File: config.mk
export PLATFORM = sky130hd
export DESIGN_NAME = andla_rf_scoreboard
export DESIGN_NICKNAME = d
export VERILOG_FILES = /design/src/rtl/andla_rf_scoreboard.sv
export SDC_FILE = /design/constraint.sdc
export NUM_CORES = 1
export LEC_CHECK = 0
export ABC_AREA = 1
export CAP_MARGIN = 10
export CORE_ASPECT_RATIO = 0.9
export CORE_MARGIN = 5
export CORE_UTILIZATION = 50
export DETAILED_ROUTE_END_ITERATION = 6
export PLACE_DENSITY = 0.86
export SYNTH_ARGS = -nofsm -noshare
export SYNTH_HDL_FRONTEND = slang
export SYNTH_SLANG_ARGS = --single-unit
File: constraint.sdc
create_clock -name clk -period 5 [get_ports clk]
set_input_delay 1 -clock clk [delete_from_list [all_inputs] [get_ports clk]]
set_output_delay 1 -clock clk [all_outputs]
set_load 0.1 [all_outputs]
File: src/rtl/andla_rf_scoreboard.sv
// Regfile write scoreboard: per-item outstanding launch counters, write back-pressure,
// sfence stalls and the command-completion interrupt FSM.
module andla_rf_scoreboard #(
  parameter int unsigned ITEM_ID_NUM       = 8,
  parameter int unsigned ITEM_ID_BITWIDTH  = 3,
  parameter int unsigned INDEX_BITWIDTH    = 5,
  parameter int unsigned RF_ADDR_BITWIDTH  = 8,
  parameter int unsigned RF_WDATA_BITWIDTH = 32,
  parameter int unsigned CSR_ID            = 0,
  parameter int unsigned TRIG_INDEX        = 0,
  parameter int unsigned FENCE_INDEX       = 1,
  parameter int unsigned INTR_INDEX        = 2,
  parameter int unsigned MAX_OUTSTANDING   = 2
) (
  input  logic                         clk,
  input  logic                         rst,
  input  logic [RF_ADDR_BITWIDTH-1:0]  issue_rf_riurwaddr,
  input  logic                         issue_rf_riuwe,
  input  logic [RF_WDATA_BITWIDTH-1:0] issue_rf_riuwdata,
  output logic                         issue_rf_riuwstatus,
  output logic                         wr_taken,
  input  logic [ITEM_ID_NUM-1:0]       ip_rf_status_clr,
  output logic [ITEM_ID_NUM-1:0]       rf_item_busy,
  output logic                         rf_block_intr,
  output logic [ITEM_ID_NUM-1:0]       rf_sb_err
);

  localparam int unsigned OUT_CNT_W = $clog2(MAX_OUTSTANDING + 1);

  typedef enum logic [1:0] {
    IDLE  = 2'd0,
    ARMED = 2'd1,
    PEND  = 2'd2
  } intr_state_e;

  intr_state_e                  state, state_next;
  logic [OUT_CNT_W-1:0]         cnt      [ITEM_ID_NUM];
  logic [OUT_CNT_W-1:0]         cnt_next [ITEM_ID_NUM];
  logic [ITEM_ID_NUM-1:0]       err_next;
  logic [ITEM_ID_NUM-1:0]       busy_next;
  logic [ITEM_ID_NUM-1:0]       launch_vec;
  logic [ITEM_ID_NUM-1:0]       csr_bit;
  logic [ITEM_ID_BITWIDTH-1:0]  item;
  logic [INDEX_BITWIDTH-1:0]    index;
  logic                         is_csr;
  logic                         is_fence;
  logic                         is_icmd;
  logic                         item_full;
  logic                         intr_armed;
  logic                         fence_block;
  logic                         launch;
  logic                         icmd_taken;
  logic                         all_idle;
  logic                         unused_bits;

  assign item    = issue_rf_riurwaddr[RF_ADDR_BITWIDTH-1 -: ITEM_ID_BITWIDTH];
  assign index   = issue_rf_riurwaddr[INDEX_BITWIDTH-1:0];
  assign csr_bit = ITEM_ID_NUM'(1) << CSR_ID;

  assign is_csr   = (item == ITEM_ID_BITWIDTH'(CSR_ID));
  assign is_fence = is_csr & (index == INDEX_BITWIDTH'(FENCE_INDEX));
  assign is_icmd  = is_csr & (index == INDEX_BITWIDTH'(INTR_INDEX));

  // Addressed item already holds the maximum number of in-flight launches
  always_comb begin
    item_full = 1'b0;
    for (int i = 0; i < int'(ITEM_ID_NUM); i++) begin
      if ((item == ITEM_ID_BITWIDTH'(i)) && (cnt[i] == OUT_CNT_W'(MAX_OUTSTANDING))) begin
        item_full = 1'b1;
      end
    end
  end

  assign intr_armed  = (state != IDLE);
  assign fence_block = is_fence &
                       (|(issue_rf_riuwdata[ITEM_ID_NUM-1:0] & rf_item_busy & ~csr_bit));

  assign issue_rf_riuwstatus = issue_rf_riuwe &
                               ((~is_csr & (intr_armed | item_full)) | fence_block);
  assign wr_taken   = issue_rf_riuwe & ~issue_rf_riuwstatus;
  assign launch     = wr_taken & ~is_csr & (index == INDEX_BITWIDTH'(TRIG_INDEX));
  assign icmd_taken = wr_taken & is_icmd;
  assign all_idle   = ~|(rf_item_busy & ~csr_bit);

  // Counter, busy and sticky-error next values; launch and clear together cancel out
  always_comb begin
    err_next = rf_sb_err;
    for (int i = 0; i < int'(ITEM_ID_NUM); i++) begin
      cnt_next[i]   = cnt[i];
      launch_vec[i] = launch & (item == ITEM_ID_BITWIDTH'(i));
      if (i != int'(CSR_ID)) begin
        if (launch_vec[i] && !ip_rf_status_clr[i]) begin
          cnt_next[i] = cnt[i] + OUT_CNT_W'(1);
        end else if (!launch_vec[i] && ip_rf_status_clr[i]) begin
          if (cnt[i] == '0) begin
            err_next[i] = 1'b1;
          end else begin
            cnt_next[i] = cnt[i] - OUT_CNT_W'(1);
          end
        end
      end
      busy_next[i] = (cnt_next[i] != '0);
    end
  end

  // Interrupt FSM next state
  always_comb begin
    state_next = state;
    unique case (state)
      IDLE: begin
        if (icmd_taken && issue_rf_riuwdata[0]) state_next = ARMED;
      end
      ARMED: begin
        if (icmd_taken && issue_rf_riuwdata[1]) state_next = IDLE;
        else if (all_idle)                      state_next = PEND;
      end
      PEND: begin
        if (icmd_taken && issue_rf_riuwdata[1]) state_next = IDLE;
      end
      default: state_next = IDLE;
    endcase
  end

  always_ff @(posedge clk) begin
    if (rst) begin
      state         <= IDLE;
      rf_item_busy  <= '0;
      rf_sb_err     <= '0;
      rf_block_intr <= 1'b0;
      for (int i = 0; i < int'(ITEM_ID_NUM); i++) begin
        cnt[i] <= '0;
      end
    end else begin
      state         <= state_next;
      rf_item_busy  <= busy_next;
      rf_sb_err     <= err_next;
      rf_block_intr <= (state_next == PEND);
      for (int i = 0; i < int'(ITEM_ID_NUM); i++) begin
        cnt[i] <= cnt_next[i];
      end
    end
  end

  // Upper data bits and the CSR clear bit carry no meaning here
  assign unused_bits = ^{issue_rf_riuwdata, ip_rf_status_clr[CSR_ID]};

endmodule

==> results of run 1 <==
==> sequential cells by signal, indices dropped and copies added, names as in the netlist <==
| signal | count |
|---|---|
| cnt | 14 |
| state | 2 |
| rf_block_intr | 1 |
| rf_sb_err | 7 |
| rf_item_busy | 7 |
==> routing by layer <==
metal	part of all wire	routed length (um)
met5	0	0
met3	0.090	432
met2	0.46	2210
met1	0.44	2120
met4	0.0071	34
==> cells in the mapped netlist, types with 2 or more instances <==
cell	count	area, sq um
nand3_1	28	140
dfxtp_1	31	621
nor2_1	16	60.1
ha_1	28	350
nand4_1	19	119
inv_1	53	199
inv_2	5	18.8
nor3_1	9	45.0
nand2_4	2	22.5
a21oi_1	15	75.1
nor2_4	2	22.5
nor2_2	2	12.5
nand2_2	3	18.8
buf_6	3	33.8
buf_4	3	22.5
inv_4	2	12.5
nand2_1	77	289
==> power by group <==
part	total, uW	switching (uW)	internal [uW]
clock	199	91.7	108
sequential	253	1.87	251
combinational	111	76.7	33.9
==> layout make-up <==
cell class	count	area, sq um
Fill cell	370	1470
Multi-Input combinational cell	210	1240
Sequential cell	31	621
Timing Repair Buffer	42	415
Inverter	61	239
Clock buffer	6	82.6
Tap cell	48	60.1
Clock inverter	1	5.00
==> cell families (layout without fill, tap and decap cells) <==
group,Yosys count,in the layout,synth area share
simple gates,162,162,0.359
fa+ha+maj,28,28,0.162
other cells,1,2,0.00173
buf+inv,69,110,0.143
flops,31,31,0.286
compound gates,18,18,0.0479
==> worst min-delay path by stage <==
stage,from,end,slack [ns],cells past startpoint
after floorplan,state[0],state[0],0.48,2
after global placement,rf_sb_err[4],rf_sb_err[4],0.44,2
after detailed placement,rf_sb_err[4],rf_sb_err[4],0.44,2
after CTS,rf_sb_err[4],rf_sb_err[4],0.45,2
after global routing,rf_sb_err[4],rf_sb_err[4],0.47,2
final,rf_sb_err[4],rf_sb_err[4],0.45,2
==> worst min-delay path, cell delays in order, from the launching register on <==
cell	delay (ns)
dfxtp_1	0.31
inv_1	0.04
a21oi_1	0.05
==> metrics by stage <==
step	setup slack [ns]	util	hold WS [ns]
final	1.10	0.645	0.445
after global routing	1.03	0.645	0.469
after global placement	1.14	0.624	0.436
after detailed placement	1.13	0.624	0.439
after floorplan	1.12	-	0.480
after CTS	1.12	0.645	0.449
==> flow_results.org, run 1 <==
** Timing
- Setup_tns :: 0 ns
- Highest attainable clock frequency :: 256 MHz
- Max-slew violation total from the final report :: 0
- The worst path in the final design needs a cycle of 3.90 ns, including I/O delays and setup.
- Dividing the final minimum period by the clock period gives 0.780.
- Unrepaired setup endpoints after global routing :: no
- Relative max-transition margin :: 0.347
- Final hold violation count :: 0
- Count of final setup violators :: 0
- Across the routed clock network, the largest skew measured is 0.00417 ns.
- Transition time at the pin with the least slew margin :: 0.977 ns

** Power
- Summed over all cells, the static leakage comes to 0.00139 uW.
- Across the VDD grid, the largest voltage drop is 0.000156 V.
- Areal power density over the cells :: 211 nW/um^2
- Tot Pwr :: 563 uW

** Critical path
- The cell family contributing the most delay on the critical path is buffers and inverters.
- Among all stages on the critical path, the largest delay is contributed by clkdlybuf4s50_1.
- The worst setup path is of the in2out kind.
- In this run the critical register-to-register path is captured at rf_item_busy[3].
- Tracing the worst setup path back leads to its startpoint at issue_rf_riurwaddr[7].
- Category of the worst setup path capture point :: output port
- STA puts the critical path data arrival time at 2.90 ns.
- Critical-path maximum fanout :: 10
- Measured in cells, the most critical reg-to-reg path has a length of 12.
- Startpoint Class :: primary input
- At the worst endpoint, the required time is 4.00 ns.
- The number of buffers and inverters on the critical path is 3.
- CP max stage delay :: 0.74 ns
- The worst register-to-register path has a setup slack of 2.93 ns.
- The startpoint identified for the worst register-to-register timing path is cnt[1][0].
- The critical path goes through clkdlybuf4s50_1 -> inv_6 -> nand4_1 -> nand2_1 -> nor2_2 -> nand2_2 -> a21oi_4 -> buf_4.
- Critical Path Sink :: wr_taken
- Counting buffers and inverters, the worst setup path is 8 cells deep.

** Global routing
- The global routing stage identified its most utilized layer as met2.
- Met2 demand-to-capacity share in global routing :: 0.293
- Pin count of the biggest net entering global routing :: 17
- Number of antenna violations at the first check in global routing :: 0
- For this run, global-route usage on met3 was measured as 0.0459.
- Number of global-route vias before repair :: 1869
- Wire length of the first global-routing pass :: 8020 um
- For this run, global-route usage on met1 was measured as 0.217.
- Total routing usage reported by global routing :: 0.175
- Summed over all layers, the global routing overflow is 0.

** Floorplanning
- The floorplan step set the die width to 79.4 um.
- The floorplan step defined a die boundary enclosing 5750 sq um.
- Die extent in y :: 72.5 um
- Top-Level Pins :: 70
- For this configuration, the core starts out at a cell density of 0.525.
- The floorplan step defined a core boundary enclosing 4130 sq um.
- Number of placement rows :: 22

** Synthesis
- Main flop type after synthesis :: dfxtp_1
- Count of mapped cells out of synthesis :: 309
- The share of the Yosys chip area taken by registers is 0.286.
- Syn Std Cell Area :: 2170 sq um
- Yosys mapped a number of flops with a built-in enable equal to 0.
- Post-Synthesis Mean Instance Area :: 7.01 sq um
- Count of unique library cells instantiated by Yosys :: 28
- Synthesis inferred 31 register bits.
- Total number of yosys warnings :: 0
- Share of synthesized flip-flops with an asynchronous set or reset :: 0

** Placed design
- During placement, the flow inserted port buffers numbering 42.
- Including well taps, the total number of placed cells is 392.
- Detailed placement ended at an HPWL of 3770 um.
- The placed instances occupy a cell area of 2570 sq um.
- Global placement routability congestion :: 0.775

** Layout
- Highest-count cells in the layout ignoring fill and taps :: nand2_1 (77), inv_1 (53), clkdlybuf4s50_1 (40)
- After the last flow step, the layout net total stands at 430.
- Most common cell after layout, fill and taps aside :: nand2_1
- Non-filler instance count after layout :: 399
- Of the cells placed in the final design, the portion with a size suffix greater than 1 is 0.0855.
- Layout overhead on the synthesized area :: 22.9%
- Post-layout instance area :: 2660 sq um
- Ant diodes :: 0

** Clock tree
- Total number of clock tree sinks :: 31
- At the later pin of the worst-skew pair, clock insertion delay measures 0.28 ns.
- Once the clock tree was built, the setup fixing pass inserted 0 buffers.
- Clock-pin slew was measured on the worst setup and hold paths at 0.06 ns.
- Clock tree from TritonCTS :: done
- In this run, post-CTS repair resized a total of 0 instances.
- In this run, post-CTS hold repair placed 0 buffers.
- In this run the number of H-tree levels came out at 2.
- The tree is rooted in a clkbuf_8.
- Inserted Clock Buffers :: 5
- The clock passes through at most 2 buffers.

** Drt
- Residual DRC count :: 0
- Average routed wire per standard cell :: 12.0 um
- The count of nets left with antenna violations once routing finished came out at 0.
- Number of DRC markers in iteration 0 :: 111
- DR pass1 iterations :: 4
- Aggregate routed wire length :: 4790 um
- Across all layers, the routed design uses 2015 vias.
- Post-detailed-route via-to-cell ratio :: 5.05

** Hold path
- Tightest Hold Check Type :: reg2reg

** Outcome
- The run finished with clean final reports.

** Job
- Max-cap violations in this run came to 0.
Power figures use the tool's default switching activity.
==> inputs of run 2 (changes only) <==
CORE_UTILIZATION = 42   (was 50)
PLACE_DENSITY = 0.77   (was 0.86)
clock period = 3.2 ns   (was 5 ns; I/O delays follow)
==> run 2 against run 1 <==
  * Setup slack worse by 0.86 ns
  * Clock power is 67% higher
  * Combinational power is 59% higher
==> flow_results.org, run 2 (synthesis results as in run 1) <==
** Timing
- Count of final setup violators :: 0
- Setup_tns :: 0 ns
- Derived from the worst setup path, the maximum achievable clock frequency is 338 MHz.
- The final number of hold-violating endpoints came to 0.
- Skew final :: 0.00339 ns
- The worst path in the final design needs a cycle of 2.96 ns, including I/O delays and setup.
- Max-slew violation total from the final report :: 0
- Dividing the final minimum period by the clock period gives 0.923.
- Setup repair after global routing left no endpoint under its margin.

** Layout
- The number of antenna diodes in the final layout is 0.
- Of the cells placed in the final design, the portion with a size suffix greater than 1 is 0.138.
- Layout Utilization :: 0.550
- Layout overhead on the synthesized area :: 25.0%
- In the final layout, flip-flops and latches occupy 621 sq um.
- The net count of the finished layout is 433.
- Leaving out fill and tap cells, the most frequent cells in the layout are nand2_1 (77), inv_1 (53), dfxtp_1 (31).
- Summing all multi-input logic gate instances after layout gives 1240 sq um.
- The library cell used most frequently in the layout, excluding fill and tap cells, is nand2_1.
- The register with the most flip-flops in the layout has 14 of them.
- Fill cells :: 499
- Biggest registers after layout :: cnt x14, rf_item_busy x7, rf_sb_err x7
- The register with the most flip-flops in the final layout is cnt.

** Critical path
- Crit path cell chain :: clkdlybuf4s50_1 -> nor2_4 -> nand3_1 -> nand3_1 -> nor2_2 -> nand2_2 -> nand2_2 -> nor2_2 -> buf_12
- The largest individual stage delay along the critical path comes from the cell clkdlybuf4s50_1.
- The worst setup path is launched from a primary input.
- In this run the worst path has a maximum fanout of 8.
- The worst setup path is captured at an output port.
- On the worst path, the slowest cell contributes a delay of 0.63 ns.
- Worst path required time :: 2.56 ns
- The setup path with the least slack is of type in2out.
- At the worst endpoint, the arrival time is 2.32 ns.

** Global routing
- Sum of overflow across all layers after global routing :: 0
- Number of antenna violations at the first check in global routing :: 0
- Entering global routing, the biggest net connects 16 pins.
- The first global-routing pass estimated 8180 um of wire.
- Number of global-route vias before repair :: 1898
- Across every metal layer, demand over resource in global routing totals 0.148.

** Clock tree
- Post-CTS Hold Buffers :: 0
- Post-CTS repair changed the size of 0 cells.
- The root buffer cell chosen for the clock tree is clkbuf_8.
- Longest Clk Path Bufs :: 2
- Total number of clock tree sinks :: 31
- Clock tree synthesis inserted a total of 5 buffers.
- Clock-pin slew was measured on the worst setup and hold paths at 0.06 ns.
- After clock tree synthesis, the setup repair step added 0 buffers.
- The clock tree synthesis step divided the H-tree into 2 levels.
- Clock tree from TritonCTS :: done
- The later pin in the worst-skew pair is clocked with a latency of 0.27 ns.

** Drt
- In the routed layout, each cell is associated on average with a via count of 4.85.
- Residual DRC count :: 0
- Average routed wire per standard cell :: 11.5 um
- Routed Antenna Nets :: 0
- Number of DRC markers in iteration 0 :: 76
- Aggregate routed wire length :: 4820 um
- DR pass1 iterations :: 6
- Vias after detailed routing :: 2038

** Power
- VDD sags by at most 0.000177 V.
- Areal power density over the cells :: 334 nW/um^2
- In this run the static leakage power is 0.00144 uW.

** Outcome
- Outcome :: finished, final reports clean

** Floorplanning
- Row generation in the floorplan step produced 24 rows.
- Effective utilization at floorplan :: 0.440
- The core region is 4920 sq um.
- Top-Level Pins :: 70
- Total die area :: 6700 sq um
- Measured along the y axis, the die boundary spans 78.1 um.
- Measured along the x axis, the die boundary spans 85.7 um.

** Job
- Number of max-cap violations :: 0

** Placed design
- Post-DP HPWL :: 3890 um
- In this run the tool buffered the top-level ports with 42 buffer cells.
- Global placement routability congestion :: 0.828

** Hold path
- The path class of the tightest hold or removal check is reg2reg.
==> run 2: area by class of cell <==
| class | instances | share of cell area |
|---|---|---|
| Sequential cell | 31 | 0.229 |
| Clock buffer | 8 | 0.0370 |
| Timing Repair Buffer | 45 | 0.157 |
| Inverter | 61 | 0.0882 |
| Multi-Input combinational cell | 210 | 0.459 |
| Tap cell | 65 | 0.0300 |
==> run 2: path summary, 6_finish.rpt <==
path	startpoint	endpoint	slack, ns	depth (start not counted)
min	rf_sb_err[4]	rf_sb_err[4]	0.45	2
min reg2reg	rf_sb_err[4]	rf_sb_err[4]	0.45	2
max	issue_rf_riurwaddr[5]	issue_rf_riuwstatus	0.24	9
max reg2reg	cnt[0][2]	rf_item_busy[3]	1.15	13
==> run 2: metal layers <==
layer,vias up,track usage,part of all wire
li1,1057,-,-
met1,894,0.200,0.48
met2,76,0.234,0.43
met3,11,0.0408,0.078
met4,0,0.0364,0.013
met5,-,0,0
==> run 2: where the power goes <==
| part | internal (uW) | leakage, uW | switching [uW] |
|---|---|---|---|
| clock network | 196 | 0.0000515 | 136 |
| registers | 392 | 0.000252 | 2.99 |
| logic | 55.6 | 0.00114 | 121 |
| total | 644 | 0.00144 | 260 |
==> run 2: through the flow <==
stage	area [sq um]	hold WS (ns)	std cells	setup slack, ns	power [uW]
final	2710	0.448	420	0.245	904
after CTS	2710	0.450	420	0.235	918
after global routing	2710	0.470	420	0.144	943
after global placement	2610	0.440	412	0.274	579
after floorplan	2170	0.480	310	0.296	523
after detailed placement	2610	0.440	412	0.241	580
==> run 2: worst max-delay path: cells and delay by family <==
| family | cells | cell delay (ns) |
|---|---|---|
| AND/OR/NAND/NOR | 7 | 0.84 |
| buffers and inverters | 2 | 0.82 |
